==> config.mk <==
export PLATFORM = sky130hd
export DESIGN_NAME = ysyx_040750_clint_arb
export DESIGN_NICKNAME = d
export VERILOG_FILES = /design/src/rtl/ysyx_040750_clint_arb.sv
export SDC_FILE = /design/constraint.sdc
export NUM_CORES = 1
export LEC_CHECK = 0
export CAP_MARGIN = 0
export CORE_AREA = 5 5 244 246
export CTS_CLUSTER_SIZE = 30
export DETAILED_ROUTE_END_ITERATION = 8
export DIE_AREA = 0 0 249 251
export SLEW_MARGIN = 20
export SYNTH_ARGS = -nofsm -noshare
export SYNTH_HDL_FRONTEND = slang
export SYNTH_SLANG_ARGS = --single-unit
==> constraint.sdc <==
create_clock -name I_clk -period 1.7 [get_ports I_clk]
set_clock_uncertainty 0.05 [all_clocks]
set_input_delay 0.34 -clock I_clk [delete_from_list [all_inputs] [get_ports I_clk]]
set_output_delay 0.34 -clock I_clk [all_outputs]
set_load 0.01 [all_outputs]
==> src/rtl/ysyx_040750_clint_arb.sv <==
// rtl/ysyx_040750_clint_arb.sv - two-master arbiter for the CLINT slave port, independent read/write FSMs
// Define YSYX_040750_CLINT_ARB_RR_EN for round-robin tie-breaking; otherwise m0 has fixed priority.
module ysyx_040750_clint_arb #(
  parameter int ADDR_W = 32,
  parameter int DATA_W = 64
) (
  input  logic                  I_clk,
  input  logic                  I_rst_n,
  input  logic                  I_m0_arvalid,
  output logic                  O_m0_arready,
  input  logic [ADDR_W-1:0]     I_m0_araddr,
  output logic                  O_m0_rvalid,
  input  logic                  I_m0_rready,
  output logic [DATA_W-1:0]     O_m0_rdata,
  input  logic                  I_m0_awvalid,
  output logic                  O_m0_awready,
  input  logic [ADDR_W-1:0]     I_m0_awaddr,
  input  logic                  I_m0_wvalid,
  output logic                  O_m0_wready,
  input  logic [DATA_W-1:0]     I_m0_wdata,
  input  logic [DATA_W/8-1:0]   I_m0_wstrb,
  output logic                  O_m0_bvalid,
  input  logic                  I_m0_bready,
  input  logic                  I_m1_arvalid,
  output logic                  O_m1_arready,
  input  logic [ADDR_W-1:0]     I_m1_araddr,
  output logic                  O_m1_rvalid,
  input  logic                  I_m1_rready,
  output logic [DATA_W-1:0]     O_m1_rdata,
  input  logic                  I_m1_awvalid,
  output logic                  O_m1_awready,
  input  logic [ADDR_W-1:0]     I_m1_awaddr,
  input  logic                  I_m1_wvalid,
  output logic                  O_m1_wready,
  input  logic [DATA_W-1:0]     I_m1_wdata,
  input  logic [DATA_W/8-1:0]   I_m1_wstrb,
  output logic                  O_m1_bvalid,
  input  logic                  I_m1_bready,
  output logic                  O_s_arvalid,
  input  logic                  I_s_arready,
  output logic [ADDR_W-1:0]     O_s_araddr,
  input  logic                  I_s_rvalid,
  output logic                  O_s_rready,
  input  logic [DATA_W-1:0]     I_s_rdata,
  output logic                  O_s_awvalid,
  input  logic                  I_s_awready,
  output logic [ADDR_W-1:0]     O_s_awaddr,
  output logic                  O_s_wvalid,
  input  logic                  I_s_wready,
  output logic [DATA_W-1:0]     O_s_wdata,
  output logic [DATA_W/8-1:0]   O_s_wstrb,
  input  logic                  I_s_bvalid,
  output logic                  O_s_bready,
  output logic                  O_rd_busy,
  output logic                  O_wr_busy
);

  typedef enum logic [1:0] {R_IDLE, R_ADDR, R_DATA} rd_state_t;
  typedef enum logic [1:0] {W_IDLE, W_ADDR, W_DATA, W_RESP} wr_state_t;

  rd_state_t rstate, rstate_nxt;
  wr_state_t wstate, wstate_nxt;
  logic      rgnt, rgnt_nxt, wgnt, wgnt_nxt;
  logic      r_pick, w_pick;

`ifdef YSYX_040750_CLINT_ARB_RR_EN
  // Pointers remember the master granted last; on a tie the other one wins.
  logic rptr, wptr;

  assign r_pick = (I_m0_arvalid & I_m1_arvalid) ? ~rptr : I_m1_arvalid;
  assign w_pick = (I_m0_awvalid & I_m1_awvalid) ? ~wptr : I_m1_awvalid;

  always_ff @(posedge I_clk or negedge I_rst_n) begin
    if (!I_rst_n) begin
      rptr <= 1'b0;
      wptr <= 1'b0;
    end else begin
      if (rstate == R_IDLE && (I_m0_arvalid | I_m1_arvalid)) rptr <= r_pick;
      if (wstate == W_IDLE && (I_m0_awvalid | I_m1_awvalid)) wptr <= w_pick;
    end
  end
`else
  assign r_pick = ~I_m0_arvalid;
  assign w_pick = ~I_m0_awvalid;
`endif

  always_ff @(posedge I_clk or negedge I_rst_n) begin
    if (!I_rst_n) begin
      rstate <= R_IDLE;
      wstate <= W_IDLE;
      rgnt   <= 1'b0;
      wgnt   <= 1'b0;
    end else begin
      rstate <= rstate_nxt;
      wstate <= wstate_nxt;
      rgnt   <= rgnt_nxt;
      wgnt   <= wgnt_nxt;
    end
  end

  assign O_rd_busy = (rstate != R_IDLE);
  assign O_wr_busy = (wstate != W_IDLE);

  // Read path: every output defaults to 0 so idle and non-granted sides stay silent.
  always_comb begin
    rstate_nxt   = rstate;
    rgnt_nxt     = rgnt;
    O_s_arvalid  = 1'b0;
    O_s_araddr   = '0;
    O_s_rready   = 1'b0;
    O_m0_arready = 1'b0;
    O_m1_arready = 1'b0;
    O_m0_rvalid  = 1'b0;
    O_m1_rvalid  = 1'b0;
    O_m0_rdata   = '0;
    O_m1_rdata   = '0;
    case (rstate)
      R_IDLE: begin
        if (I_m0_arvalid | I_m1_arvalid) begin
          rgnt_nxt   = r_pick;
          rstate_nxt = R_ADDR;
        end
      end
      R_ADDR: begin
        O_s_arvalid  = rgnt ? I_m1_arvalid : I_m0_arvalid;
        O_s_araddr   = rgnt ? I_m1_araddr : I_m0_araddr;
        O_m0_arready = ~rgnt & I_s_arready;
        O_m1_arready = rgnt & I_s_arready;
        if (O_s_arvalid & I_s_arready) rstate_nxt = R_DATA;
      end
      R_DATA: begin
        O_s_rready  = rgnt ? I_m1_rready : I_m0_rready;
        O_m0_rvalid = ~rgnt & I_s_rvalid;
        O_m1_rvalid = rgnt & I_s_rvalid;
        O_m0_rdata  = rgnt ? '0 : I_s_rdata;
        O_m1_rdata  = rgnt ? I_s_rdata : '0;
        if (I_s_rvalid & O_s_rready) rstate_nxt = R_IDLE;
      end
      default: rstate_nxt = R_IDLE;
    endcase
  end

  // Write path: b is routed during W_DATA too, since the slave answers in the w handshake cycle.
  always_comb begin
    wstate_nxt   = wstate;
    wgnt_nxt     = wgnt;
    O_s_awvalid  = 1'b0;
    O_s_awaddr   = '0;
    O_s_wvalid   = 1'b0;
    O_s_wdata    = '0;
    O_s_wstrb    = '0;
    O_s_bready   = 1'b0;
    O_m0_awready = 1'b0;
    O_m1_awready = 1'b0;
    O_m0_wready  = 1'b0;
    O_m1_wready  = 1'b0;
    O_m0_bvalid  = 1'b0;
    O_m1_bvalid  = 1'b0;
    case (wstate)
      W_IDLE: begin
        if (I_m0_awvalid | I_m1_awvalid) begin
          wgnt_nxt   = w_pick;
          wstate_nxt = W_ADDR;
        end
      end
      W_ADDR: begin
        O_s_awvalid  = wgnt ? I_m1_awvalid : I_m0_awvalid;
        O_s_awaddr   = wgnt ? I_m1_awaddr : I_m0_awaddr;
        O_m0_awready = ~wgnt & I_s_awready;
        O_m1_awready = wgnt & I_s_awready;
        if (O_s_awvalid & I_s_awready) wstate_nxt = W_DATA;
      end
      W_DATA: begin
        O_s_wvalid  = wgnt ? I_m1_wvalid : I_m0_wvalid;
        O_s_wdata   = wgnt ? I_m1_wdata : I_m0_wdata;
        O_s_wstrb   = wgnt ? I_m1_wstrb : I_m0_wstrb;
        O_m0_wready = ~wgnt & I_s_wready;
        O_m1_wready = wgnt & I_s_wready;
        O_s_bready  = wgnt ? I_m1_bready : I_m0_bready;
        O_m0_bvalid = ~wgnt & I_s_bvalid;
        O_m1_bvalid = wgnt & I_s_bvalid;
        if (O_s_wvalid & I_s_wready)
          wstate_nxt = (I_s_bvalid & O_s_bready) ? W_IDLE : W_RESP;
      end
      W_RESP: begin
        O_s_bready  = wgnt ? I_m1_bready : I_m0_bready;
        O_m0_bvalid = ~wgnt & I_s_bvalid;
        O_m1_bvalid = wgnt & I_s_bvalid;
        if (I_s_bvalid & O_s_bready) wstate_nxt = W_IDLE;
      end
      default: wstate_nxt = W_IDLE;
    endcase
  end

endmodule

==> key figures <==
Yosys
  • Async SR Flop Fraction: 1.00
  • Sequential share of the synthesized area: 0.0420
  • Commonest cells post-synth: 143 x nor2_1, 140 x mux2i_1, 130 x and2_1
  • Post-synth EDFFs: 0
  • Largest family of logic cells by synthesized area: simple AND/OR/NAND/NOR gates
  • Post-synthesis adder-cell area fraction: 0
  • Synthesized instance count: 505
  • Primary FF master, synth: dfrtp_1
  • Post-synth top area share: 0.392
  • Largest cells by area after synthesis: mux2i_1 39%, and2_1 23%, nor2_1 15%
  • Synth Area in Simple Gates: 0.420
  • Mux cell area share after synthesis: 0.396
  • Post-synthesis cell type count: 27
  • Yosys top cell by area: mux2i_1
  • Synth Cell Area: 3580 µm²
  • Seq cells post-synth: 6
  • XOR/XNOR share of the synthesized area: 0
  • Synth Area per Inst: 7.09 µm²
  • Ys Warns: 0
  • Most common cell in the synthesized netlist: nor2_1
  • Synth Net Count: 858
  • Compound-Gate Fraction of Synth Area: 0.0185

Routing
  • DRT iter0 DRCs: 189
  • First-pass DRT Iterations: 4
  • Routed wire length: 34900 µm
  • DR vias/cell: 3.30
  • Post-route ant nets: 0
  • Routed WL per cell: 17.4 µm
  • Vias: 6618
  • Number of remaining DRC errors: 0

STA
  • Final setup margin: -434 ps
  • Setup violations, final: 271
  • Max_slew headroom: 0.762
  • Final Hold Vio Count: 0
  • RSZ-0062 raised after global routing: true
  • Worst hold slack: 342 ps
  • Min Tclk post-route: 2130 ps
  • Period utilization: 1.26
  • Slew Limit Fails: 0
  • Worst-Margin Slew: 356 ps
  • Fmax: 0.469 GHz

CTS
  • Clock buffer depth: 2
  • Clock Latency Late Sink: 230 ps
  • TritonCTS clock tree: done
  • Total CTS buffers: 3
  • # hold bufs at CTS: 0
  • Clk sinks: 6
  • Worst-path clk slew: 40 ps
  • CTS HTree Levels: 1
  • Root Buffer: clkbuf_16

Power
  • Leakage: 0.00599 µW
  • PwrDens: 1020 nW/µm²
  • Power Total: 12800 µW
  • Worst IR Drop VDD: 0.000663 V

Cells and area
  • Area growth from synthesis to layout: 252%
  • Layout cells sized above 1: 0.468
  • Nets: 1596
  • Final std cells w/o fill: 2008
  • Final Instance Area: 12600 µm²

Setup path
  • Worst reg2reg setup slack: -350 ps
  • Crit Path Class: reg -> out
  • Crit path capture type: primary output
  • Critical path arrival: 1740 ps
  • Startpoint Class: register
  • Slowest CP cell: dfrtp_4
  • Critical path's largest stage delay: 490 ps
  • CP top delay family: buffers and inverters
  • Buf+Inv Stages, Crit Path: 7
  • Crit-path cells: buf_12 -> buf_12 -> buf_12 -> buf_8 -> buf_6 -> buf_6 -> nor3_4 -> buf_2
  • CP required: 1310 ps
  • CP dominant cell by count: buf_12
  • Crit Path Max Fanout: 6

Outcome
  • Status: finished, violations left
  • Failing checks: setup timing

Placed design
  • Dpl hpwl: 25800 µm
  • Final GP Congestion: 0.903
  • IO buf count: 633
  • Pre-CTS setup slack: -722 ps
  • Cell Area, Placed: 11000 µm²
  • DP Cell Count: 1910

Die
  • Vert. Die Dim: 251 µm
  • Std cell rows: 88
  • IO Pins: 634
  • DIE WIDTH: 249 µm
  • Core ar.: 57100 µm²
  • Full die area: 62500 µm²
  • Initial Utilization: 0.0626

GRT
  • Vias in the first global route: 6491
  • GRT Util Overall: 0.0861
  • Antenna violations before repair: 3
  • Remaining Overflow, GRT: 0
  • Largest net degree at the start of global routing: 64
  • First-pass GRT wire length: 41800 µm

Hold path
  • Worst Hold Class: in -> async

Flow run
  • Max_cap viols: 0
final timing paths:
check	to	cells after the start	startpoint
max	O_m0_wready	8	wgnt
min	rstate[1]	1	I_rst_n
max reg2reg	wstate[1]	9	wgnt
min reg2reg	rstate[0]	2	rstate[1]
max in group asynchronous	wgnt	1	I_rst_n
min in group I_clk	rstate[0]	2	rstate[1]
registers in the layout, indices dropped and copies added, names as in the netlist:
signal / cells
wstate: 2
wgnt: 1
rstate: 2
rgnt: 1
per-stage QoR:
stage	setup TNS (ps)	utilization
floorplan	0	-
global placement	-89940	0.192
detailed placement	-96220	0.192
CTS	-110850	0.197
global route	-80590	0.220
finish	-66330	0.220
worst reg2reg max path, delay by kind of cell (launching register included):
| family | cells | cell delay (ps) |
|---|---|---|
| simple gates | 1 | 130 |
| flops | 1 | 490 |
| mux | 1 | 160 |
| buf+inv | 6 | 810 |
| compound gates | 1 | 280 |
routing by layer:
layer / up-vias / part of all wire / global-route usage
li1: 3128 / - / -
met1: 3093 / 0.40 / 0.0965
met2: 361 / 0.51 / 0.160
met3: 32 / 0.069 / 0.0232
met4: 4 / 0.019 / 0.0257
met5: - / 0.00066 / 0
logic make-up (layout without fill, tap and decap cells):
group | count (synthesis) | count (layout)
AND/OR/NAND/NOR | 297 | 297
other | 0 | 2
flip-flops | 6 | 6
buffers and inverters | 52 | 788
AO/OA/AOI/OAI | 9 | 9
multiplexers | 141 | 141
final cells by class:
cell class,count,area [µm²]
fill,6257,44600
timing repair buffer,780,7850
multi-input combinational,447,3530
tap,765,957
sequential,6,155
clock buffer,3,75.1
inverter,5,18.8
antenna,2,5.00
power breakdown:
part / internal, µW / total (µW) / switching, µW / leakage, µW
logic: 6820 / 12100 / 5310 / 0.00588
clock network: 302 / 382 / 79.8 / 0.0000370
registers: 224 / 312 / 88.0 / 0.0000683
total: 7350 / 12800 / 5480 / 0.00599
placed cells by master, fill, tap and decap left out, types with 5 or more instances in the layout:
cell type	netlist	final
nor2b_1	5	5
clkbuf_2	2	8
clkbuf_16	0	16
mux2i_2	0	12
buf_6	14	142
buf_16	0	5
and2_1	130	12
nor2_2	2	13
dlymetal6s2s_1	0	19
mux2i_1	140	119
mux2i_4	0	9
buf_12	0	34
buf_8	9	11
and2_4	0	118
clkdlybuf4s50_1	0	352
buf_4	5	64
buf_2	16	132
nor2_1	143	129
repair_timing:
action | 4_1_cts | 5_1_grt
gates resized for setup | 487 | 847
setup buffers | 26 | 54
gates cloned | 3 | 17
pin swaps | 7 | 100
endpoints found under the setup margin | 283 | 283
Power figures use the tool's default switching activity.
